==> config.mk <==
export PLATFORM = sky130hd
export DESIGN_NAME = counter_bank_flat
export DESIGN_NICKNAME = d
export VERILOG_FILES = /design/src/rtl/counter_bank_if.sv /design/src/rtl/counter_bank.sv /design/src/flat_wrapper.sv
export SDC_FILE = /design/constraint.sdc
export NUM_CORES = 1
export LEC_CHECK = 0
export ABC_AREA = 1
export BUFFER_PORTS_ARGS = -buffer_cell sky130_fd_sc_hd__clkbuf_2
export CAP_MARGIN = 0
export CORE_UTILIZATION = 40
export CTS_BUF_LIST = sky130_fd_sc_hd__clkbuf_4
export CTS_CLUSTER_DIAMETER = 30
export DETAILED_ROUTE_END_ITERATION = 7
export HOLD_SLACK_MARGIN = 0.08
export PLACE_DENSITY = 0.59
export SETUP_SLACK_MARGIN = 0.3
export SYNTH_ARGS = -nofsm -noshare
export SYNTH_HDL_FRONTEND = slang
export SYNTH_SLANG_ARGS = --single-unit
==> constraint.sdc <==
create_clock -name clk -period 5.6 [get_ports clk]
set_clock_uncertainty 0.2 [all_clocks]
set_input_delay 1.12 -clock clk [delete_from_list [all_inputs] [get_ports clk]]
set_output_delay 1.12 -clock clk [all_outputs]
set_load 0.02 [all_outputs]
==> src/rtl/counter_bank_if.sv <==
// CPU-side register port of the counter bank: write strobe, channel/address
// select, write data, and the registered read data plus status outputs.
interface counter_bank_if #(
  parameter int NCH   = 3,
  parameter int WIDTH = 32,
  parameter int CH_W  = 2
);
  logic              counter_we;
  logic [CH_W-1:0]   counter_ch;
  logic [1:0]        counter_addr;
  logic [WIDTH-1:0]  counter_val;
  logic [WIDTH-1:0]  counter_out;
  logic [NCH-1:0]    counter_zero;
  logic [NCH-1:0]    counter_evt;
  logic              counter_irq;

  // Handshake: there is no valid/ready pair. counter_we qualifies a write in
  // the cycle it is high; counter_out always reflects the ch/addr presented
  // on the previous clock edge.
  modport master (
    output counter_we, counter_ch, counter_addr, counter_val,
    input  counter_out, counter_zero, counter_evt, counter_irq
  );

  modport slave (
    input  counter_we, counter_ch, counter_addr, counter_val,
    output counter_out, counter_zero, counter_evt, counter_irq
  );
endinterface

==> src/rtl/counter_bank.sv <==
// Multi-channel down-counter/timer with one-shot, periodic and free-running
// modes, per-channel tick enables and a registered channel/address read port.
module counter_bank #(
  parameter int NCH   = 3,
  parameter int WIDTH = 32,
  parameter int CH_W  = 2
) (
  input  logic           clk,
  input  logic           reset_n,
  input  logic [NCH-1:0] tick,
  counter_bank_if.slave  bus
);

  logic [WIDTH-1:0] cnt      [NCH];
  logic [WIDTH-1:0] cnt_n    [NCH];
  logic [WIDTH-1:0] reload   [NCH];
  logic [WIDTH-1:0] reload_n [NCH];
  logic [1:0]       mode     [NCH];
  logic [1:0]       mode_n   [NCH];
  logic [NCH-1:0]   en, en_n;
  logic [NCH-1:0]   done, done_n;
  logic [NCH-1:0]   evt, evt_n;
  logic [NCH-1:0]   wr_hit;
  logic [NCH-1:0]   zero;
  logic             ch_valid;
  logic [WIDTH-1:0] rd, out_q;

  assign ch_valid = (int'(bus.counter_ch) < NCH);

  always_comb begin
    for (int i = 0; i < NCH; i++) begin
      wr_hit[i]   = bus.counter_we && ch_valid && (int'(bus.counter_ch) == i);
      cnt_n[i]    = cnt[i];
      reload_n[i] = reload[i];
      mode_n[i]   = mode[i];
      en_n[i]     = en[i];
      done_n[i]   = done[i];
      evt_n[i]    = 1'b0;

      // Tick is evaluated against the current en/mode; a same-edge write is layered on top.
      if (en[i] && tick[i]) begin
        case (mode[i])
          2'b10: begin
            cnt_n[i] = cnt[i] - WIDTH'(1);
            if (cnt[i] == '0) evt_n[i] = 1'b1;
          end
          2'b01: begin
            if (cnt[i] > WIDTH'(1)) begin
              cnt_n[i] = cnt[i] - WIDTH'(1);
            end else if (cnt[i] == WIDTH'(1)) begin
              cnt_n[i] = reload[i];
              evt_n[i] = 1'b1;
            end else if (reload[i] != '0) begin
              cnt_n[i] = reload[i];
            end
          end
          default: begin
            if (cnt[i] > WIDTH'(1)) begin
              cnt_n[i] = cnt[i] - WIDTH'(1);
            end else if (cnt[i] == WIDTH'(1)) begin
              cnt_n[i] = '0;
              evt_n[i] = 1'b1;
              en_n[i]  = 1'b0;
            end
          end
        endcase
        if (evt_n[i]) done_n[i] = 1'b1;
      end

      if (wr_hit[i]) begin
        if (bus.counter_addr == 2'd0) begin
          // Load discards the whole tick outcome, including any event.
          cnt_n[i]    = bus.counter_val;
          reload_n[i] = bus.counter_val;
          done_n[i]   = 1'b0;
          en_n[i]     = en[i];
          evt_n[i]    = 1'b0;
        end else if (bus.counter_addr == 2'd1) begin
          en_n[i]   = bus.counter_val[0];
          mode_n[i] = bus.counter_val[2:1];
          if (bus.counter_val[3] && !evt_n[i]) done_n[i] = 1'b0;
        end
      end
    end
  end

  always_comb begin
    rd = '0;
    for (int i = 0; i < NCH; i++) begin
      zero[i] = (cnt[i] == '0);
      if (ch_valid && (int'(bus.counter_ch) == i)) begin
        case (bus.counter_addr)
          2'd0:    rd = cnt[i];
          2'd1:    rd[3:0] = {done[i], mode[i], en[i]};
          2'd2:    rd = reload[i];
          default: rd = '0;
        endcase
      end
    end
  end

  always_ff @(posedge clk or negedge reset_n) begin
    if (!reset_n) begin
      for (int i = 0; i < NCH; i++) begin
        cnt[i]    <= '0;
        reload[i] <= '0;
        mode[i]   <= 2'b00;
      end
      en    <= '0;
      done  <= '0;
      evt   <= '0;
      out_q <= '0;
    end else begin
      for (int i = 0; i < NCH; i++) begin
        cnt[i]    <= cnt_n[i];
        reload[i] <= reload_n[i];
        mode[i]   <= mode_n[i];
      end
      en    <= en_n;
      done  <= done_n;
      evt   <= evt_n;
      out_q <= rd;
    end
  end

  assign bus.counter_out  = out_q;
  assign bus.counter_zero = zero;
  assign bus.counter_evt  = evt;
  assign bus.counter_irq  = |done;

endmodule

==> src/flat_wrapper.sv <==
// flat-port wrapper written by rule: the top's interface ports become plain ports
module counter_bank_flat 
#(
  parameter int NCH   = 3,
  parameter int WIDTH = 32,
  parameter int CH_W  = 2
)
  (clk, reset_n, tick, bus_counter_we, bus_counter_ch, bus_counter_addr, bus_counter_val, bus_counter_out, bus_counter_zero, bus_counter_evt, bus_counter_irq);
  counter_bank_if #(.NCH(NCH), .WIDTH(WIDTH), .CH_W(CH_W)) bus_i ();
  input  logic clk;
  input  logic reset_n;
  input  logic [NCH-1:0] tick;
  input wire logic [$bits(bus_i.counter_we)-1:0] bus_counter_we;
  input wire logic [$bits(bus_i.counter_ch)-1:0] bus_counter_ch;
  input wire logic [$bits(bus_i.counter_addr)-1:0] bus_counter_addr;
  input wire logic [$bits(bus_i.counter_val)-1:0] bus_counter_val;
  output wire logic [$bits(bus_i.counter_out)-1:0] bus_counter_out;
  output wire logic [$bits(bus_i.counter_zero)-1:0] bus_counter_zero;
  output wire logic [$bits(bus_i.counter_evt)-1:0] bus_counter_evt;
  output wire logic [$bits(bus_i.counter_irq)-1:0] bus_counter_irq;
  assign bus_i.counter_we = bus_counter_we;
  assign bus_i.counter_ch = bus_counter_ch;
  assign bus_i.counter_addr = bus_counter_addr;
  assign bus_i.counter_val = bus_counter_val;
  assign bus_counter_out = bus_i.counter_out;
  assign bus_counter_zero = bus_i.counter_zero;
  assign bus_counter_evt = bus_i.counter_evt;
  assign bus_counter_irq = bus_i.counter_irq;
  counter_bank #(.NCH(NCH), .WIDTH(WIDTH), .CH_W(CH_W)) u_core (.clk(clk), .reset_n(reset_n), .tick(tick), .bus(bus_i));
endmodule
==> out/qor.yml <==
final_cell_mix: "nand2_1 (1359), nor2_1 (356), inv_1 (322)"
rr_endpoint: "u_core.cnt[17]$_DFF_PN0_"
synth_mux_area_share_pct: 0
hold_viol: 0
drc_errors: 0
met2_usage_pct: 47.7
critPathMaxFanout: 4
dr_total_vias: 22000
cts_buffer_depth: 3
cts_tree: "built"
busiest_layer: "met2"
synth_fa_ha_area_share_pct: 0.974
dr.pass1.iters: 6
power_density_nw_per_um2: 475
fmax_mhz: 246
clkSinkCount: 239
portBuffers: 80
start_kind: "flop"
gp_congestion: 0.980
crit_end: "bus_counter_zero[1]"
dieWidth_microns: 221
met3_usage_pct: 8.05
slew_headroom_pct: 10.6
startpoint: "u_core.cnt[60]$_DFF_PN0_"
critPathMaxStageDelay_ns: 0.42
synth_cells: 3267
fp-row-count: 80
grt_usage_pct: 31.8
critPathCaptureType: "primary output"
rsz0062_at_grt: "no"
synth_top_family_by_area: "simple AND/OR/NAND/NOR gates"
cp_slowest_cell: "dfrtp_1"
hp-class: "flop to flop"
synthXorXnorAreaFrac_pct: 3.95
clock_latency_ns: 0.87
grt_pass1_wl_mm: 120
antenna_found_initial: 3
num_io_pins: 81
finalSetupTns_ns: 0
synth_nets: 3324
ys_seq_elements: 239
r2r_slack_ns: 2.14
num-nets-final: 3358
cp.required_ns: 4.28
syn_to_final_growth_pct: 9.71
p_leak_uw: 0.0111
ctsHtreeMaxLevel: 3
worstSetupPathType: "flop to primary output"
ctsHoldBuffers: 1
filler_cell_count: 5154
die_h_microns: 221
cts_resized: 0
drt_first_iter_violations: 2560
synthSimpleGateAreaFrac_pct: 40.3
regToRegStartpoint: "u_core.cnt[0]$_DFF_PN0_"
final_area_sq_um: 21100
dieArea_sq_um: 49000
initial_utilization_pct: 40.4
drive_gt1_share_pct: 9.28
synthesis.area_sq_um: 19300
dpl_cell_area_sq_um: 20000
clk_pin_slew_worst_paths_ns: 0.07
r2r_cells: 14
root_buffer: "clkbuf_4"
ir_drop_uv: 213
synth.distinct_cells: 38
grt-ovfl-total: 0
maxSlewViolCount: 0
globalRouteMet1Util_pct: 42.9
grt_max_degree: 128
worst_slew_pin_slew_ns: 1.34
period_share_pct: 72.5
post_drt_wl_per_cell_microns: 19.9
final_util_pct: 44.4
hpwl_mm: 56.8
setup_viol: 0
min_period_ns: 4.06
cts_setup_buffers: 0
core-area_sq_um: 47600
antenna_left: 0
syn_avg_cell_area_sq_um: 5.90
outcome: "finished, final reports clean"
multiInputGateArea_sq_um: 11400
grt_pass1_vias: 20200
ff_latch_area_sq_um: 5980
fin_cells: 3987
synth_compound_area_share_pct: 13.4
path_cells: "inv_1 -> nand2_1 -> nor2_1 -> nand3_1 -> nor3_1 -> clkbuf_2"
wl_mm: 79.1
vias_per_cell: 5.51
arrival_ns: 2.74
synth_warnings: 0
max-cap-violations: 0
cts_made_buffers: 80
final_common_cell: "nand2_1"
dp_cells: 3833
ys_seq_area_share_pct: 31.0
## report_power, final
group	internal, uW	total [uW]	switching [uW]
Sequential	2260	2980	719
Clock	1050	1990	938
Combinational	1610	5070	3470
Total	4920	10000	5130
## per-stage QoR
step                hold slack [ns]  total power [uW]  worst slack, ns
floorplan                     0.280              6430             2.84
detailed placement            0.310              7920             1.97
global route                  0.341             10900             1.34
CTS                           0.326              9940             1.51
global placement              0.302              7820             2.04
finish                        0.339             10000             1.54
## metal layers
layer  share of wire, %  vias up
li1                   -    10300
met1                 42    10300
met2                 43     1136
met3                 10      196
met4                4.5        2
met5               0.13        -
## kinds of logic (layout without fill, tap and decap cells)
logic type | after synthesis | after routing
and+or+nand+nor | 1961 | 1961
DFF | 239 | 239
xor gates and xnor gates | 87 | 87
adders and majority gates | 15 | 15
buffers and inverters | 494 | 590
other | 0 | 9
AOI/OAI and AO/OA | 471 | 471
## cell type report
cell class,count,area share [%]
antenna,9,0.107
clock buffer,102,3.62
clock inverter,42,1.40
inverter,334,5.93
multi-input combinational,2534,53.9
sequential,239,28.3
tap,615,3.64
timing repair buffer,112,3.15
## sequential cells by signal, indices dropped and copies added, names as in the netlist
register and count:
u_core.bus.counter_evt 3, u_core.bus.counter_out 32, u_core.cnt 96, u_core.done 3, u_core.en 3, u_core.mode 6, u_core.reload 96
## cell usage after synthesis, drive strengths merged
master / number / area share (%)
nand2: 1369 / 27
nor2: 383 / 7.8
inv: 333 / 6.5
o21ai: 269 / 7.0
dfrtp: 239 / 31
nand3: 173 / 4.5
clkbuf: 94 / 1.8
a21oi: 93 / 2.5
xor2: 84 / 3.8
o22ai: 72 / 2.3
buf: 66 / 1.9
or2: 20 / 0.65
a221oi: 17 / 0.77
ha: 15 / 0.97
a22oi: 10 / 0.39
nand4: 7 / 0.23
nor3: 4 / 0.10
o221ai: 4 / 0.18
a31o: 3 / 0.14
a31oi: 3 / 0.097
nor4: 3 / 0.097
xnor2: 3 / 0.14
nand3b: 2 / 0.078
clkinv: 1 / 0.019
## worst min-delay path by stage
| stage | start | endpoint | slack, ns | cells past startpoint |
|---|---|---|---|---|
| CTS | u_core.done[2]$_DFF_PN0_ | u_core.done[2]$_DFF_PN0_ | 0.33 | 1 |
| floorplan | u_core.reload[39]$_DFFE_PN0P_ | u_core.reload[39]$_DFFE_PN0P_ | 0.28 | 2 |
| global placement | u_core.done[2]$_DFF_PN0_ | u_core.done[2]$_DFF_PN0_ | 0.30 | 1 |
| detailed placement | u_core.done[2]$_DFF_PN0_ | u_core.done[2]$_DFF_PN0_ | 0.31 | 1 |
| global route | u_core.done[2]$_DFF_PN0_ | u_core.done[2]$_DFF_PN0_ | 0.34 | 1 |
| finish | u_core.done[2]$_DFF_PN0_ | u_core.done[2]$_DFF_PN0_ | 0.34 | 1 |
## critical path: cells and delay by family (launching register included)
family	cells	cell delay, ns
buffers and inverters	2	0.49
and+or+nand+nor	4	1.01
DFF	1	0.42
Power figures use the tool's default switching activity.
